==> config.mk <==
export PLATFORM = sky130hd
export DESIGN_NAME = seq_datapath
export DESIGN_NICKNAME = d
export VERILOG_FILES = /design/src/rtl/seq_datapath.sv
export SDC_FILE = /design/constraint.sdc
export NUM_CORES = 1
export LEC_CHECK = 0
export CORE_MARGIN = 3
export CORE_UTILIZATION = 45
export CTS_BUF_LIST = sky130_fd_sc_hd__clkbuf_8 sky130_fd_sc_hd__clkbuf_16
export DETAILED_ROUTE_END_ITERATION = 16
export GPL_TIMING_DRIVEN = 0
export HOLD_SLACK_MARGIN = 0.03
export PLACE_DENSITY = 0.71
export SYNTH_ARGS = -nofsm -noshare
export SYNTH_HDL_FRONTEND = slang
export SYNTH_SLANG_ARGS = --single-unit
==> constraint.sdc <==
create_clock -name clk -period 8.4 [get_ports clk]
set_input_delay 1.68 -clock clk [delete_from_list [all_inputs] [get_ports clk]]
set_output_delay 1.68 -clock clk [all_outputs]
set_load 0.03 [all_outputs]
==> src/rtl/seq_datapath.sv <==
// seq_datapath: register-to-register datapath with an internal IDLE/LOAD_A/LOAD_B/EXEC/WB sequencer.
// Optional macro DP_SAT_EN: ADD saturates on signed overflow instead of wrapping.
module seq_datapath #(
    parameter int DATA_WIDTH = 16,
    parameter int REG_COUNT  = 8,
    parameter int PC_W       = 8,
    localparam int ADDR_W    = $clog2(REG_COUNT)
) (
    input  logic                  clk,
    input  logic                  reset_n,
    input  logic                  cmd_valid,
    output logic                  cmd_ready,
    input  logic [2:0]            cmd_op,
    input  logic [ADDR_W-1:0]     cmd_rd,
    input  logic [ADDR_W-1:0]     cmd_rn,
    input  logic [ADDR_W-1:0]     cmd_rm,
    input  logic [1:0]            cmd_shift,
    input  logic                  cmd_bsel,
    input  logic [DATA_WIDTH-1:0] cmd_imm,
    input  logic [DATA_WIDTH-1:0] mdata,
    input  logic [PC_W-1:0]       pc,
    output logic [DATA_WIDTH-1:0] result,
    output logic                  Z_out,
    output logic                  N_out,
    output logic                  V_out,
    output logic                  done
);

    localparam int MSB = DATA_WIDTH - 1;
    localparam logic [2:0] OP_ADD  = 3'd0;
    localparam logic [2:0] OP_CMP  = 3'd1;
    localparam logic [2:0] OP_AND  = 3'd2;
    localparam logic [2:0] OP_MVN  = 3'd3;
    localparam logic [2:0] OP_MOVI = 3'd4;
    localparam logic [2:0] OP_MOV  = 3'd5;
    localparam logic [2:0] OP_LDM  = 3'd6;
    localparam logic [2:0] OP_PCW  = 3'd7;

    typedef enum logic [2:0] {
        S_IDLE   = 3'd0,
        S_LOAD_A = 3'd1,
        S_LOAD_B = 3'd2,
        S_EXEC   = 3'd3,
        S_WB     = 3'd4
    } state_t;

    state_t                r_state;
    state_t                w_state_nxt;
    logic [DATA_WIDTH-1:0] r_regs [REG_COUNT];
    logic [DATA_WIDTH-1:0] r_a;
    logic [DATA_WIDTH-1:0] r_b;
    logic [DATA_WIDTH-1:0] r_c;
    logic                  r_z;
    logic                  r_n;
    logic                  r_v;
    logic [2:0]            r_cmd_op;
    logic [ADDR_W-1:0]     r_cmd_rd;
    logic [ADDR_W-1:0]     r_cmd_rn;
    logic [ADDR_W-1:0]     r_cmd_rm;
    logic [1:0]            r_cmd_shift;
    logic                  r_cmd_bsel;
    logic [DATA_WIDTH-1:0] r_cmd_imm;

    logic [DATA_WIDTH-1:0] w_opb;
    logic [DATA_WIDTH-1:0] w_sum;
    logic [DATA_WIDTH-1:0] w_diff;
    logic [DATA_WIDTH-1:0] w_add_res;
    logic [DATA_WIDTH-1:0] w_alu;
    logic                  w_add_v;
    logic                  w_sub_v;
    logic                  w_v;
    logic                  w_flag_upd;

    function automatic logic [DATA_WIDTH-1:0] shift_b(input logic [DATA_WIDTH-1:0] v,
                                                      input logic [1:0] sh);
        logic [DATA_WIDTH-1:0] r;
        case (sh)
            2'b01:   r = {v[MSB-1:0], 1'b0};
            2'b10:   r = {1'b0, v[MSB:1]};
            2'b11:   r = {v[MSB], v[MSB:1]};
            default: r = v;
        endcase
        return r;
    endfunction

    // Signed overflow from operand and result sign bits; subtraction flips the B sign test.
    function automatic logic ovf(input logic a_msb, input logic b_msb, input logic r_msb,
                                 input logic is_sub);
        return ((a_msb ^ is_sub) == b_msb) && (r_msb != a_msb);
    endfunction

    assign w_opb   = r_cmd_bsel ? r_cmd_imm : shift_b(r_b, r_cmd_shift);
    assign w_sum   = r_a + w_opb;
    assign w_diff  = r_a - w_opb;
    assign w_add_v = ovf(r_a[MSB], w_opb[MSB], w_sum[MSB], 1'b0);
    assign w_sub_v = ovf(r_a[MSB], w_opb[MSB], w_diff[MSB], 1'b1);

`ifdef DP_SAT_EN
    assign w_add_res = !w_add_v ? w_sum :
                       (r_a[MSB] ? {1'b1, {(DATA_WIDTH-1){1'b0}}} : {1'b0, {(DATA_WIDTH-1){1'b1}}});
`else
    assign w_add_res = w_sum;
`endif

    assign cmd_ready = (r_state == S_IDLE);
    assign done      = (r_state == S_WB);
    assign result    = r_c;
    assign Z_out     = r_z;
    assign N_out     = r_n;
    assign V_out     = r_v;

    // Execute-stage operation select and flag-update qualification.
    always_comb begin
        w_alu      = {DATA_WIDTH{1'b0}};
        w_v        = 1'b0;
        w_flag_upd = 1'b0;
        case (r_cmd_op)
            OP_ADD:  begin w_alu = w_add_res;  w_v = w_add_v; w_flag_upd = 1'b1; end
            OP_CMP:  begin w_alu = w_diff;     w_v = w_sub_v; w_flag_upd = 1'b1; end
            OP_AND:  begin w_alu = r_a & w_opb; w_flag_upd = 1'b1; end
            OP_MVN:  begin w_alu = ~w_opb;     w_flag_upd = 1'b1; end
            OP_MOV:  begin w_alu = w_opb;      w_flag_upd = 1'b1; end
            OP_MOVI: w_alu = r_cmd_imm;
            OP_LDM:  w_alu = mdata;
            OP_PCW:  w_alu = DATA_WIDTH'(pc);
            default: w_alu = {DATA_WIDTH{1'b0}};
        endcase
    end

    // Sequencer next-state: fixed walk through the four work states once a command is taken.
    always_comb begin
        w_state_nxt = r_state;
        case (r_state)
            S_IDLE: begin
                if (cmd_valid) w_state_nxt = S_LOAD_A;
                else           w_state_nxt = S_IDLE;
            end
            S_LOAD_A: w_state_nxt = S_LOAD_B;
            S_LOAD_B: w_state_nxt = S_EXEC;
            S_EXEC:   w_state_nxt = S_WB;
            S_WB:     w_state_nxt = S_IDLE;
            default:  w_state_nxt = S_IDLE;
        endcase
    end

    // State, command capture, operand latches, C/flags and register-file write-back.
    always_ff @(posedge clk) begin
        if (!reset_n) begin
            r_state     <= S_IDLE;
            r_a         <= {DATA_WIDTH{1'b0}};
            r_b         <= {DATA_WIDTH{1'b0}};
            r_c         <= {DATA_WIDTH{1'b0}};
            r_z         <= 1'b0;
            r_n         <= 1'b0;
            r_v         <= 1'b0;
            r_cmd_op    <= 3'd0;
            r_cmd_rd    <= {ADDR_W{1'b0}};
            r_cmd_rn    <= {ADDR_W{1'b0}};
            r_cmd_rm    <= {ADDR_W{1'b0}};
            r_cmd_shift <= 2'd0;
            r_cmd_bsel  <= 1'b0;
            r_cmd_imm   <= {DATA_WIDTH{1'b0}};
            for (int i = 0; i < REG_COUNT; i++) begin
                r_regs[i] <= {DATA_WIDTH{1'b0}};
            end
        end else begin
            r_state <= w_state_nxt;
            case (r_state)
                S_IDLE: begin
                    if (cmd_valid) begin
                        r_cmd_op    <= cmd_op;
                        r_cmd_rd    <= cmd_rd;
                        r_cmd_rn    <= cmd_rn;
                        r_cmd_rm    <= cmd_rm;
                        r_cmd_shift <= cmd_shift;
                        r_cmd_bsel  <= cmd_bsel;
                        r_cmd_imm   <= cmd_imm;
                    end
                end
                S_LOAD_A: r_a <= r_regs[r_cmd_rn];
                S_LOAD_B: r_b <= r_regs[r_cmd_rm];
                S_EXEC: begin
                    r_c <= w_alu;
                    if (w_flag_upd) begin
                        r_z <= (w_alu == {DATA_WIDTH{1'b0}});
                        r_n <= w_alu[MSB];
                        r_v <= w_v;
                    end
                end
                S_WB: begin
                    if (r_cmd_op != OP_CMP) r_regs[r_cmd_rd] <= r_c;
                end
                default: r_state <= S_IDLE;
            endcase
        end
    end

endmodule

## Yosys cells after proc, flatten, opt, wreduce, memory -nomap -nowiden

Memory sizes are Yosys's and may differ from the RTL's. A register that Yosys moved wholly into a read port is not among the register bits.
Cells that the tools add are included.

- Bits in registers: 53
- Memories: 1
- Bits of input ports: 58
- Logic and storage cells: 65
- Memory bits (writable): 128

- Eq/ne operators: 19
- Add/sub/neg operators: 2
- Bitwise gates (word level): 3
- Mux-type cells: 15
- Reduce and logical (&&, ||, !) cells: 13

Memories:

| name | words | width | read ports | clocked after memory_dff | wr ports | RTL line | source |
|---|---|---|---|---|---|---|---|
| r_regs | 8 | 16 | 2 | 2 | 8 | 49 | `logic [DATA_WIDTH-1:0] r_regs [REG_COUNT];` |

Operators by type and width:

| cell | number |
|---|---|
| $pmux W16 S8 | 1 |
| $pmux W16 S3 | 1 |
| $mux W16 | 2 |
| $add A16 B16 Y16 | 1 |
| $and A16 B16 Y16 | 1 |
| $logic_not A16 Y1 | 1 |
| $not A16 Y16 | 1 |
| $reduce_or A16 Y1 | 1 |
| $sub A16 B16 Y16 | 1 |
| $eq A3 B3 Y1 const B | 5 |
| $eq A3 B2 Y1 const B | 4 |
| $pmux W3 S4 | 1 |
| $reduce_or A5 Y1 | 2 |
| $mux W1 | 8 |
| $eq A3 B1 Y1 const B | 2 |
| $logic_not A3 Y1 | 2 |
| $reduce_and A2 Y1 | 3 |
| $eq A2 B2 Y1 const B | 2 |
| $mux W3 | 1 |
| $ne A3 B1 Y1 const B | 1 |
| $eq A1 B1 Y1 | 2 |
| $eq A2 B1 Y1 const B | 1 |
| $logic_and A1 B1 Y1 | 2 |
| $logic_not A1 Y1 | 2 |
| 3 further kinds | 4 |

## Longest topological paths before layout

- Word-level depth: 7
- Gate-level depth with buffers: 17
- Depth with buffers taken out: 15

## Least setup slack after synthesis

OpenSTA, ideal clock, no wires.

- Kind: in2reg
- From: input port reset_n
- To: memory r_regs[2][0], enable pin
- Data arrival time: 3.145 ns
- Stages: 2
- Slack: 4.844 ns
- Path through: nand4b_1 > o21ai_0

RTL lines:

| item | RTL line | source |
|---|---|---|
| start: declaration | 10 | `input logic reset_n,` |
| end: declaration | 49 |  |

## Worst setup path in the final report

- From: register r_cmd_bsel
- To: register r_z, in the netlist Z_out

- Cells in the longest elaborated chain, start to end: 4
- Elaborated cells between the ends (all ways): 7
- Those cells by class: add/sub: 2; mux: 2; bitwise: 2; reduce/logical: 1

RTL lines:

| item | RTL line | source |
|---|---|---|
| start: declaration | 61 | `logic r_cmd_bsel;` |
| start signal: assignment | 176 | `r_cmd_bsel <= cmd_bsel;` |
| $mux W16 (*) | 92 | `assign w_opb = r_cmd_bsel ? r_cmd_imm : shift_b(r_b, r_cmd_shift);` |
| $sub A16 B16 Y16 (tied with other cells) | 94 | `assign w_diff = r_a - w_opb;` |
| $pmux W16 S8 (*) | 117 | `case (r_cmd_op)` |
| $logic_not A16 Y1 (*) | 185 | `r_z <= (w_alu == {DATA_WIDTH{1'b0}});` |
| end signal: assignment | 185 |  |
| end: declaration | 53 | `logic r_z;` |

Mark *: on every way between the ends. The rest lies on a longest branch, timed or not.
A chain may end at the register's enable or synchronous reset.

==> impl_metrics.yaml <==
worst_setup_path:
  cp.required_ps: 8860
  cp.arrival_ps: 4650
  cpPeakStageDelay_ps: 510
  critPathMaxFanout: 7
  cp_top_family: "compound AO/OA/AOI/OAI gates"
  worst-setup-path-type: "reg2reg"
  cp-start-kind: "register"
  crit_chain: "nand2b_1 > o22ai_1 > a21oi_1 > inv_1 > fa_1 > nor3b_1 > o311ai_1 > o211ai_1 > a31o_1 > a2111o_1 > a21o_1 > a31oi_1 > nand3_1 > o21ai_1"
  cp_slowest_cell: "fa_1"
  crit_buf_inv: 1
  end_kind: "register"
floorplanning:
  start_util: 0.465
  die_x_um: 174
  io_pins: 79
  coreArea_mm2: 0.0274
  die_y_um: 174
  rows: 60
  die-area_mm2: 0.0304
clock_tree:
  post_cts_resize_count: 0
  clock_latency_ps: 530
  cts-buffers-inserted: 23
  cts.path.max_buffers: 3
  cts_setup_buffers: 0
  clk_pin_slew_ps: 60
  tritoncts: "done"
  htreeDepth: 1
  cts_sinks: 213
  cts_hold_buf: 0
  cts_root_buf: "clkbuf_16"
power_and_ir_drop:
  intPower_uw: 2170
  peakVddDrop_uv: 164
  powerDensity_mw_per_mm2: 227
  power_frac_comb: 0.337
  p_clk_frac: 0.286
  swShare: 0.352
  leakagePower_uw: 0.00525
  pwr-share-seq: 0.377
  p_switching_uw: 1180
sta:
  fin_ws_ps: 4210
  rsz0062_at_grt: "no"
  max_slew_margin: 0.326
  drv_slew: 0
  tns_ps: 0
  min_period_ps: 4190
  tightest_slew_ps: 1010
  final-setup-viol-count: 0
  hold_violations: 0
  clock_skew_ps: 25.9
  finalCritPeriodShare: 0.499
  fmaxAchievable_mhz: 239
yosys:
  syn_area_per_cell_um2: 10.7
  synth_top_area_cell: "edfxtp_1"
  synth_compound_area_frac: 0.140
  synthSimpleGateAreaFrac: 0.163
  synthFlopType: "edfxtp_1"
  synth_seq_cells: 213
  synth_cell_types: 76
  yosysSeqAreaShare: 0.435
  synth_top_family_by_area: "multiplexers"
  synth_xor_area_frac: 0.00619
  ys_async_sr_fraction: 0
  syn_inst: 1192
  synthMuxAreaShare: 0.181
  synth_edf_count: 128
  yosysWarnings: 0
  synth_area_mm2: 0.0127
  synth_nets: 1286
  netlist.area_leader.share: 0.302
  yosys-top-cells-area: "edfxtp_1, dfxtp_1, mux4_2, and2_1, mux2i_1"
  synth-adder-area-share: 0.0365
status:
  status: "finished, final reports clean"
grt:
  grt_max_degree: 17
  grt_use_total: 0.248
  antenna_found_initial: 1
  grt_pass1_vias: 9922
  grt_first_pass_wirelength_um: 58500
  grt_overflow: 0
cells_and_area:
  layout_common_cells: "and2_1, edfxtp_1, nand2_1, nor2_1, dfxtp_1"
  mostFrequentLayoutCell: "and2_1"
  fin_cells: 1687
  syn_to_final_growth_pct: 15.7
  nets: 1394
  drive_above_1_share: 0.111
  fillCellCount: 2398
placement:
  place_congestion: 0.905
  detailedPlace.worstSlack_ps: 3930
  dp_hpwl_um: 30100
  placedCellCount: 1647
  numPortBuffers: 78
detailed_routing:
  ant_nets: 0
  avgRoutedWirePerCell_um: 22.7
  drtPass1Iterations: 5
  drt-initial-drc-count: 1007
  drcViolationCount: 0
  finalWirelength_um: 38300
  vias: 10130
  via_per_inst: 6.00
run:
  drv_cap: 0
hold_path:
  worstHoldPathType: "reg2reg"
## power by group through the flow
stage / Clock (uW) / Combinational (uW) / Sequential, uW
2_1_floorplan: 0 / 773 / 1250
3_3_place_gp: 0 / 1090 / 1270
3_5_place_dp: 0 / 1100 / 1280
4_1_cts: 967 / 1110 / 1260
5_1_grt: 1010 / 1220 / 1270
6_report: 955 / 1130 / 1260
## registers in the layout (all words and copies together), names as in the netlist, 3 cells and up
name and count:
r_regs 128, r_cmd_rd 3, r_b 16, r_cmd_rm 3
r_cmd_rn 3, r_a 16, r_cmd_op 3, result 16
r_cmd_imm 16, r_state 3
## Yosys cell counts (all sizes together) (4+ instances only)
library cell,n
a211oi,44
a21o,8
a21oi,61
a221oi,8
a31oi,10
and2,129
buf,28
clkbuf,58
dfxtp,85
edfxtp,128
ha,34
inv,33
mux2,10
mux2i,75
mux4,64
nand2,106
nand2b,17
nand3,13
nor2,93
nor2b,10
nor3,14
nor3b,6
o21a,5
o21ai,39
o21bai,7
o221a,5
o221ai,9
o22ai,14
o311ai,4
o31ai,4
xnor2,7
## worst reg2reg max path: stages, from the launching register on
cell and delay (ps):
dfxtp_1 450, nand2b_1 330, o22ai_1 140, a21oi_1 460, inv_1 150, fa_1 510, nor3b_1 220, o311ai_1 330
o211ai_1 200, a31o_1 280, a2111o_1 430, a21o_1 180, a31oi_1 210, nand3_1 100, o21ai_1 130
## area by class of cell
class / instances / area (um2) / area share
Clock buffer: 25 / 603 / 0.0409
Multi-Input combinational cell: 860 / 6710 / 0.455
Timing Repair Buffer: 83 / 818 / 0.0555
Buffer: 86 / 364 / 0.0247
Inverter: 33 / 124 / 0.00841
Tap cell: 372 / 465 / 0.0316
Clock inverter: 14 / 103 / 0.00696
Antenna cell: 1 / 2.50 / 0.000170
Sequential cell: 213 / 5550 / 0.376
## metal layers
layer,track usage,vias to the layer above,share of wire
met2,0.424,420,0.48
met1,0.320,4953,0.41
met3,0.0371,101,0.064
met4,0.0908,0,0.047
li1,-,4656,-
met5,0,-,0
## worst paths after layout
path	start	slack (ps)	endpoint	depth (start not counted)
worst max-delay path	r_cmd_bsel	4210	Z_out	14
worst min-delay path	r_cmd_rd[0]	480	r_cmd_rd[0]	2
worst max register to register	r_cmd_bsel	4210	Z_out	14
worst min register to register	r_cmd_rd[0]	480	r_cmd_rd[0]	2
## metrics by stage
step / area [um2] / util / hold slack, ps / total power (uW)
floorplan: 12700 / - / 444 / 2020
global placement: 14000 / 0.510 / 456 / 2370
detailed placement: 14000 / 0.512 / 466 / 2380
CTS: 14700 / 0.538 / 476 / 3340
global route: 14700 / 0.538 / 517 / 3490
finish: 14700 / 0.538 / 477 / 3340
## cell families (layout without fill, tap and decap cells)
family / count (synthesis) / in the layout
AND/OR/NAND/NOR: 410 / 410
AO/OA/AOI/OAI: 256 / 256
flip-flops: 213 / 213
multiplexers: 149 / 149
buffers and inverters: 119 / 241
adder cells (fa/ha/maj): 36 / 36
XOR/XNOR: 9 / 9
other: 0 / 1
No activity file was read; power rests on OpenSTA's default activity.
